--- src/rtl/ps2_scan_receiver_pkg.sv ---
`default_nettype none
// ============================================================================
// Module : ps2_scan_receiver_pkg
// Purpose: Shared PS/2 frame constants and the frame-validity helper used by
//          the scan-code receiver.
// Ports  : none (package)
// Revision: 1.0 - initial release
// ============================================================================
package ps2_scan_receiver_pkg;

    // 11-bit frame, LSB first: start, d0..d7, odd parity, stop
    localparam int PS2_FRAME_BITS = 11;
    localparam int PS2_BIT_START  = 0;
    localparam int PS2_BIT_PAR    = 9;
    localparam int PS2_BIT_STOP   = 10;
    localparam int PS2_CNT_W      = 4;

    // shift holds start..parity; the stop bit is taken live from the data
    // synchroniser because it is never shifted in.
    function automatic logic ps2_frame_ok(input logic [PS2_BIT_PAR:0] shift,
                                          input logic                 stop_bit);
        return (shift[PS2_BIT_START] == 1'b0) && stop_bit &&
               (^shift[PS2_BIT_PAR:1]);
    endfunction

endpackage
`default_nettype wire

--- src/rtl/ps2_sync_fifo.sv ---
`default_nettype none
// ============================================================================
// Module : ps2_sync_fifo
// Purpose: Single-clock show-ahead FIFO. head_o always presents the oldest
//          entry; simultaneous push and pop are both honoured, even when full.
// Ports  : clk_i    - clock
//          rstn_i   - synchronous active-low reset (clears pointers)
//          push_i   - write wdata_i (ignored when full unless popping)
//          pop_i    - consume head (ignored when empty)
//          wdata_i  - write data
//          full_o   - FIFO full
//          empty_o  - FIFO empty
//          head_o   - oldest entry (undefined content while empty)
// Revision: 1.0 - initial release
// ============================================================================
module ps2_sync_fifo #(
    parameter int WIDTH = 8,
    parameter int DEPTH = 8
) (
    input  logic             clk_i,
    input  logic             rstn_i,
    input  logic             push_i,
    input  logic             pop_i,
    input  logic [WIDTH-1:0] wdata_i,
    output logic             full_o,
    output logic             empty_o,
    output logic [WIDTH-1:0] head_o
);
    localparam int         AW      = $clog2(DEPTH);
    localparam logic [AW:0] PTR_ONE = (AW+1)'(1);

    // Pointers carry one extra wrap bit so full and empty are distinguishable.
    logic [AW:0]      wr_ptr_q, rd_ptr_q;
    logic [WIDTH-1:0] mem_q [DEPTH];
    logic             do_push, do_pop;

    assign empty_o = (wr_ptr_q == rd_ptr_q);
    assign full_o  = (wr_ptr_q[AW] != rd_ptr_q[AW]) &&
                     (wr_ptr_q[AW-1:0] == rd_ptr_q[AW-1:0]);
    assign do_pop  = pop_i && !empty_o;
    // When full, a same-cycle pop frees the slot being written.
    assign do_push = push_i && (!full_o || do_pop);
    assign head_o  = mem_q[rd_ptr_q[AW-1:0]];

    always_ff @(posedge clk_i) begin
        if (!rstn_i) begin
            wr_ptr_q <= '0;
            rd_ptr_q <= '0;
        end else begin
            if (do_push) wr_ptr_q <= wr_ptr_q + PTR_ONE;
            if (do_pop)  rd_ptr_q <= rd_ptr_q + PTR_ONE;
        end
    end

    always_ff @(posedge clk_i) begin
        if (do_push) mem_q[wr_ptr_q[AW-1:0]] <= wdata_i;
    end

endmodule
`default_nettype wire

--- src/rtl/ps2_scan_receiver.sv ---
`default_nettype none
// ============================================================================
// Module : ps2_scan_receiver
// Purpose: Receives PS/2 keyboard frames, validates start/odd-parity/stop and
//          queues good scan codes in a show-ahead FIFO feeding the hex decoders.
// Ports  : clk_i       - system clock (sole domain)
//          clrn_i      - synchronous active-low reset
//          ps2_clk_i   - raw PS/2 clock (asynchronous)
//          ps2_data_i  - raw PS/2 data (asynchronous)
//          pop_i       - consume head entry (ignored when ready_o=0)
//          clr_err_i   - clear sticky flags
//          data_o      - FIFO head scan code, 8'h00 when empty
//          ready_o     - FIFO non-empty
//          overflow_o  - sticky: good frame dropped, FIFO full
//          frame_err_o - sticky: bad frame dropped
// Revision: 1.0 - initial release
// ============================================================================
module ps2_scan_receiver
    import ps2_scan_receiver_pkg::*;
#(
    parameter int FIFO_DEPTH  = 8,
    parameter int TIMEOUT_CYC = 8192
) (
    input  logic       clk_i,
    input  logic       clrn_i,
    input  logic       ps2_clk_i,
    input  logic       ps2_data_i,
    input  logic       pop_i,
    input  logic       clr_err_i,
    output logic [7:0] data_o,
    output logic       ready_o,
    output logic       overflow_o,
    output logic       frame_err_o
);
    localparam int                   TW       = (TIMEOUT_CYC > 2) ? $clog2(TIMEOUT_CYC) : 1;
    localparam logic [TW-1:0]        TO_LAST  = TW'(TIMEOUT_CYC - 1);
    localparam logic [TW-1:0]        TO_ONE   = TW'(1);
    localparam logic [PS2_CNT_W-1:0] CNT_STOP = PS2_CNT_W'(PS2_BIT_STOP);
    localparam logic [PS2_CNT_W-1:0] CNT_ONE  = PS2_CNT_W'(1);

    logic [2:0]             ps2c_sync_q;
    logic [1:0]             ps2d_sync_q;
    logic [PS2_CNT_W-1:0]   bit_cnt_q, bit_cnt_d;
    logic [PS2_BIT_PAR:0]   shift_q, shift_d;
    logic [TW-1:0]          to_ctr_q, to_ctr_d;
    logic                   overflow_q, overflow_d;
    logic                   frame_err_q, frame_err_d;

    logic       fall, data_s, frame_done, frame_good, frame_bad;
    logic       fifo_full, fifo_empty, fifo_push, fifo_pop, drop_full;
    logic [7:0] fifo_head;

    // Newest sample enters at bit 0; a fall is old-high followed by new-low.
    assign fall   = (ps2c_sync_q[2:1] == 2'b10);
    assign data_s = ps2d_sync_q[1];

    always_comb begin
        bit_cnt_d  = bit_cnt_q;
        shift_d    = shift_q;
        to_ctr_d   = to_ctr_q;
        frame_done = 1'b0;
        if (fall) begin
            to_ctr_d = '0;
            if (bit_cnt_q < CNT_STOP) begin
                shift_d[bit_cnt_q] = data_s;
                bit_cnt_d          = bit_cnt_q + CNT_ONE;
            end else begin
                bit_cnt_d  = '0;
                frame_done = 1'b1;
            end
        end else if (bit_cnt_q == '0) begin
            to_ctr_d = '0;
        end else if (to_ctr_q == TO_LAST) begin
            // Stalled mid-frame: resync silently, partial frame discarded.
            bit_cnt_d = '0;
            to_ctr_d  = '0;
        end else begin
            to_ctr_d = to_ctr_q + TO_ONE;
        end
    end

    assign frame_good = frame_done && ps2_frame_ok(shift_q, data_s);
    assign frame_bad  = frame_done && !frame_good;
    assign ready_o    = !fifo_empty;
    assign fifo_pop   = pop_i && ready_o;
    assign fifo_push  = frame_good && (!fifo_full || fifo_pop);
    assign drop_full  = frame_good && fifo_full && !fifo_pop;

    // Set events take priority over clr_err in the same cycle.
    assign overflow_d  = drop_full ? 1'b1 : (clr_err_i ? 1'b0 : overflow_q);
    assign frame_err_d = frame_bad ? 1'b1 : (clr_err_i ? 1'b0 : frame_err_q);

    always_ff @(posedge clk_i) begin
        if (!clrn_i) begin
            ps2c_sync_q <= 3'b111;
            ps2d_sync_q <= 2'b11;
            bit_cnt_q   <= '0;
            shift_q     <= '0;
            to_ctr_q    <= '0;
            overflow_q  <= 1'b0;
            frame_err_q <= 1'b0;
        end else begin
            ps2c_sync_q <= {ps2c_sync_q[1:0], ps2_clk_i};
            ps2d_sync_q <= {ps2d_sync_q[0], ps2_data_i};
            bit_cnt_q   <= bit_cnt_d;
            shift_q     <= shift_d;
            to_ctr_q    <= to_ctr_d;
            overflow_q  <= overflow_d;
            frame_err_q <= frame_err_d;
        end
    end

    ps2_sync_fifo #(
        .WIDTH (8),
        .DEPTH (FIFO_DEPTH)
    ) u_fifo (
        .clk_i   (clk_i),
        .rstn_i  (clrn_i),
        .push_i  (fifo_push),
        .pop_i   (fifo_pop),
        .wdata_i (shift_q[8:1]),
        .full_o  (fifo_full),
        .empty_o (fifo_empty),
        .head_o  (fifo_head)
    );

    assign data_o      = ready_o ? fifo_head : 8'h00;
    assign overflow_o  = overflow_q;
    assign frame_err_o = frame_err_q;

endmodule
`default_nettype wire

--- config.mk ---
export PLATFORM = sky130hd
export DESIGN_NAME = ps2_scan_receiver
export DESIGN_NICKNAME = d
export VERILOG_FILES = /design/src/rtl/ps2_scan_receiver_pkg.sv /design/src/rtl/ps2_sync_fifo.sv /design/src/rtl/ps2_scan_receiver.sv
export SDC_FILE = /design/constraint.sdc
export NUM_CORES = 1
export LEC_CHECK = 0
export BUFFER_PORTS_ARGS = -buffer_cell sky130_fd_sc_hd__buf_2
export CAP_MARGIN = 15
export CORE_UTILIZATION = 35
export CTS_BUF_LIST = sky130_fd_sc_hd__clkbuf_2
export DETAILED_ROUTE_END_ITERATION = 6
export HOLD_SLACK_MARGIN = 0.03
export PLACE_DENSITY = 0.55
export SLEW_MARGIN = 25
export SYNTH_ARGS = -nofsm -noshare
export SYNTH_HDL_FRONTEND = slang
export SYNTH_SLANG_ARGS = --single-unit
export TNS_END_PERCENT = 20
--- constraint.sdc ---
create_clock -name clk_i -period 7.3 [get_ports clk_i]
set_input_delay 1.095 -clock clk_i [delete_from_list [all_inputs] [get_ports clk_i]]
set_output_delay 1.095 -clock clk_i [all_outputs]
set_load 0.01 [all_outputs]
==> metrics.txt <==
CTS Hold Buffers Added=0; diodes inserted=0; initial antenna violation count=0; nets@finish=380; Num Clock Sinks=109; slew margin rel.=34.4%; Avg Cell Area, Syn=13.4 µm²; crit start category=flip-flop; RSZ-0062 raised after global routing=false; DRC violations left=0; Buffers on Ports=16; layout cells sized above 1=roughly a fifth; TritonCTS clock tree=yes; Net Count, Synth=360; Vias=2611; DR WL/cell=15.3 µm; worst slack at placement=4.51 ns; CTS max path bufs=2; Leakage=between 0.0015 and 0.002 µW; Max-cap violations=0; level count of the clock H-tree=3; starting density of the core=36.3%; # setup viols final=0; Distinct cells, synth=between 40 and 50; worst min path class=reg -> reg; pin count of the biggest net entering global routing=24; peak supply drop=0.0705 mV; DR vias/cell=4.80; Clock Skews=0.0256 ns; io pins=17; DP HPWL=5480 µm; die area=13700 µm²; Die Y=117 µm; Worst Path Arrival=2.30 ns; Most used DFF post-synth=edfxtp_1; setup bufs post-CTS=0; Seq cells post-synth=109; Reg clk slew, reported paths=0.27 ns; vias in the first global route=2575; Post-Synthesis Cells=~350; Post-DRT Antenna Nets=0; drt total wl=8340 µm; area grow syn2layout=7.68%; First-pass DRT Iterations=5; TritonCTS Buffers=9; worst endpoint required time=6.20 ns; First DRT Iteration DRCs=162; Seq/Total Area, Yosys=60.8%; status=finished, final reports clean; period utilisation layout=between 40% and 50%; root buffer cell=clkbuf_2; crit-path max FO=16; post-layout minimum cycle time=between 3 and 4 ns; number of synthesized flops with an enable pin=64; post-CTS resize count=0; Least-Margin Pin Slew=0.977 ns; die width=117 µm; Clk Latency, worst-skew pair=0.59 ns; Sum Neg Setup Slack=0 ns; synth warn=0; Post-synth ARST share=0%; GPL Wtd Cong=0.753; Final Max Tran Viols=0; row cnt=41; final-report hold violation count=0; fmax=294 MHz; core area=12800 µm²; global route overflow=0; first-pass GRT wire length=roughly 14000 µm; Worst Slack Setup Final=3.90 ns; Total GRT Usage=13.6%; PwrDens=between 150 and 200 nW/µm²; type of destination of the critical path=output pin; CP Class=reg -> out; synthesized cell area=approximately 4600 µm²
-- critical path: stages (launching register included) --
cell and delay, ns:
dfxtp_2 0.77, mux4_2 0.57, mux2i_1 0.18, nor2_1 0.06
buf_2 0.14
-- layer usage --
layer	vias to the layer above	track usage, %	part of all wire, %
li1	1288	-	-
met1	1280	18.0	50
met2	32	22.1	46
met3	11	3.24	2.4
met4	0	4.56	1.4
met5	-	0	0
-- worst paths after layout --
kind,startpoint,to,slack [ns],cells past startpoint
setup reg to reg,shift_q[2],u_fifo.mem_q[7][2],4.56,4
hold / removal,ps2c_sync_q[0],ps2c_sync_q[1],0.44,1
hold reg to reg,ps2c_sync_q[0],ps2c_sync_q[1],0.44,1
setup / recovery,flip-flop,data_o[7],3.90,4
-- cell usage in the layout, fill, tap and decap left out, types with 2 or more instances in the layout --
| cell | netlist | final |
|---|---|---|
| xnor2_1 | 10 | 10 |
| nand4_1 | 6 | 6 |
| inv_6 | 0 | 3 |
| mux4_2 | 16 | 16 |
| o31ai_1 | 2 | 2 |
| nand2_1 | 21 | 21 |
| nand3_1 | 9 | 9 |
| nor2_1 | 46 | 46 |
| edfxtp_1 | 64 | 64 |
| nor2b_1 | 2 | 2 |
| a21oi_1 | 10 | 10 |
| or2b_2 | 2 | 2 |
| dfxtp_1 | 45 | 44 |
| ha_1 | 7 | 7 |
| nand2b_1 | 9 | 9 |
| nor4_1 | 7 | 7 |
| clkbuf_2 | 0 | 11 |
| nor4_2 | 2 | 2 |
| buf_2 | 4 | 16 |
| nor3_1 | 5 | 5 |
| inv_1 | 10 | 10 |
| mux2i_1 | 20 | 20 |
| buf_4 | 0 | 8 |
| or3_1 | 2 | 2 |
| xnor2_2 | 2 | 2 |
| xor2_1 | 12 | 12 |
| o21ai_0 | 5 | 5 |
-- synth_stat cells, types with 7 or more instances --
library cell | count | area [µm²]
dfxtp_1 | 45 | 901
nand2b_1 | 9 | 56.3
nand3_1 | 9 | 45.0
nand2_1 | 21 | 78.8
nor4_1 | 7 | 43.8
a21oi_1 | 10 | 50.1
inv_1 | 10 | 37.5
mux4_2 | 16 | 360
xnor2_1 | 10 | 87.6
xor2_1 | 12 | 105
ha_1 | 7 | 87.6
mux2i_1 | 20 | 200
edfxtp_1 | 64 | 1920
nor2_1 | 46 | 173
-- logic make-up (layout without fill, tap and decap cells) --
logic type,after synthesis,after routing,synth area share [%]
simple gates,122,122,13.6
compound gates,22,22,3.05
buf+inv,25,50,2.91
fa+ha+maj,7,7,1.89
mux,36,36,12.1
flops,109,109,60.8
xor+xnor,26,26,5.71
-- flip-flops by register name, summed over array words and instances, names as in the netlist, named ones only --
name / flops
bit_cnt_q: 4
frame_err_o: 1
overflow_o: 1
ps2c_sync_q: 3
ps2d_sync_q: 2
shift_q: 10
to_ctr_q: 13
u_fifo.mem_q: 64
u_fifo.rd_ptr_q: 4
u_fifo.wr_ptr_q: 4
-- metrics by stage --
step	power [µW]	cells	util (%)	instance area [µm²]	hold WS, ns
after floorplan	672	347	-	4640	0.386
after global placement	676	528	38.4	4900	0.391
after detailed placement	676	528	38.4	4900	0.394
after CTS	929	544	39.1	5000	0.450
after global routing	952	544	39.1	5000	0.492
final	915	544	39.1	5000	0.443
-- cell type report --
| class | instances | area (µm²) |
|---|---|---|
| clock inverter | 5 | 42.5 |
| multi-input combinational | 213 | 1680 |
| tap | 172 | 215 |
| clock buffer | 11 | 55.1 |
| timing repair buffer | 24 | 140 |
| fill | 1242 | 7770 |
| sequential | 109 | 2820 |
| inverter | 10 | 37.5 |
-- report_power, final --
part / total [µW] / leakage [µW] / switching (µW) / internal [µW]
registers: 649 / 0.000957 / 2.21 / 647
clock network: 251 / 0.0000635 / 199 / 52.5
logic: 14.6 / 0.000700 / 9.67 / 4.97
total: 915 / 0.00172 / 211 / 704
(Power assumes the default switching activity.)
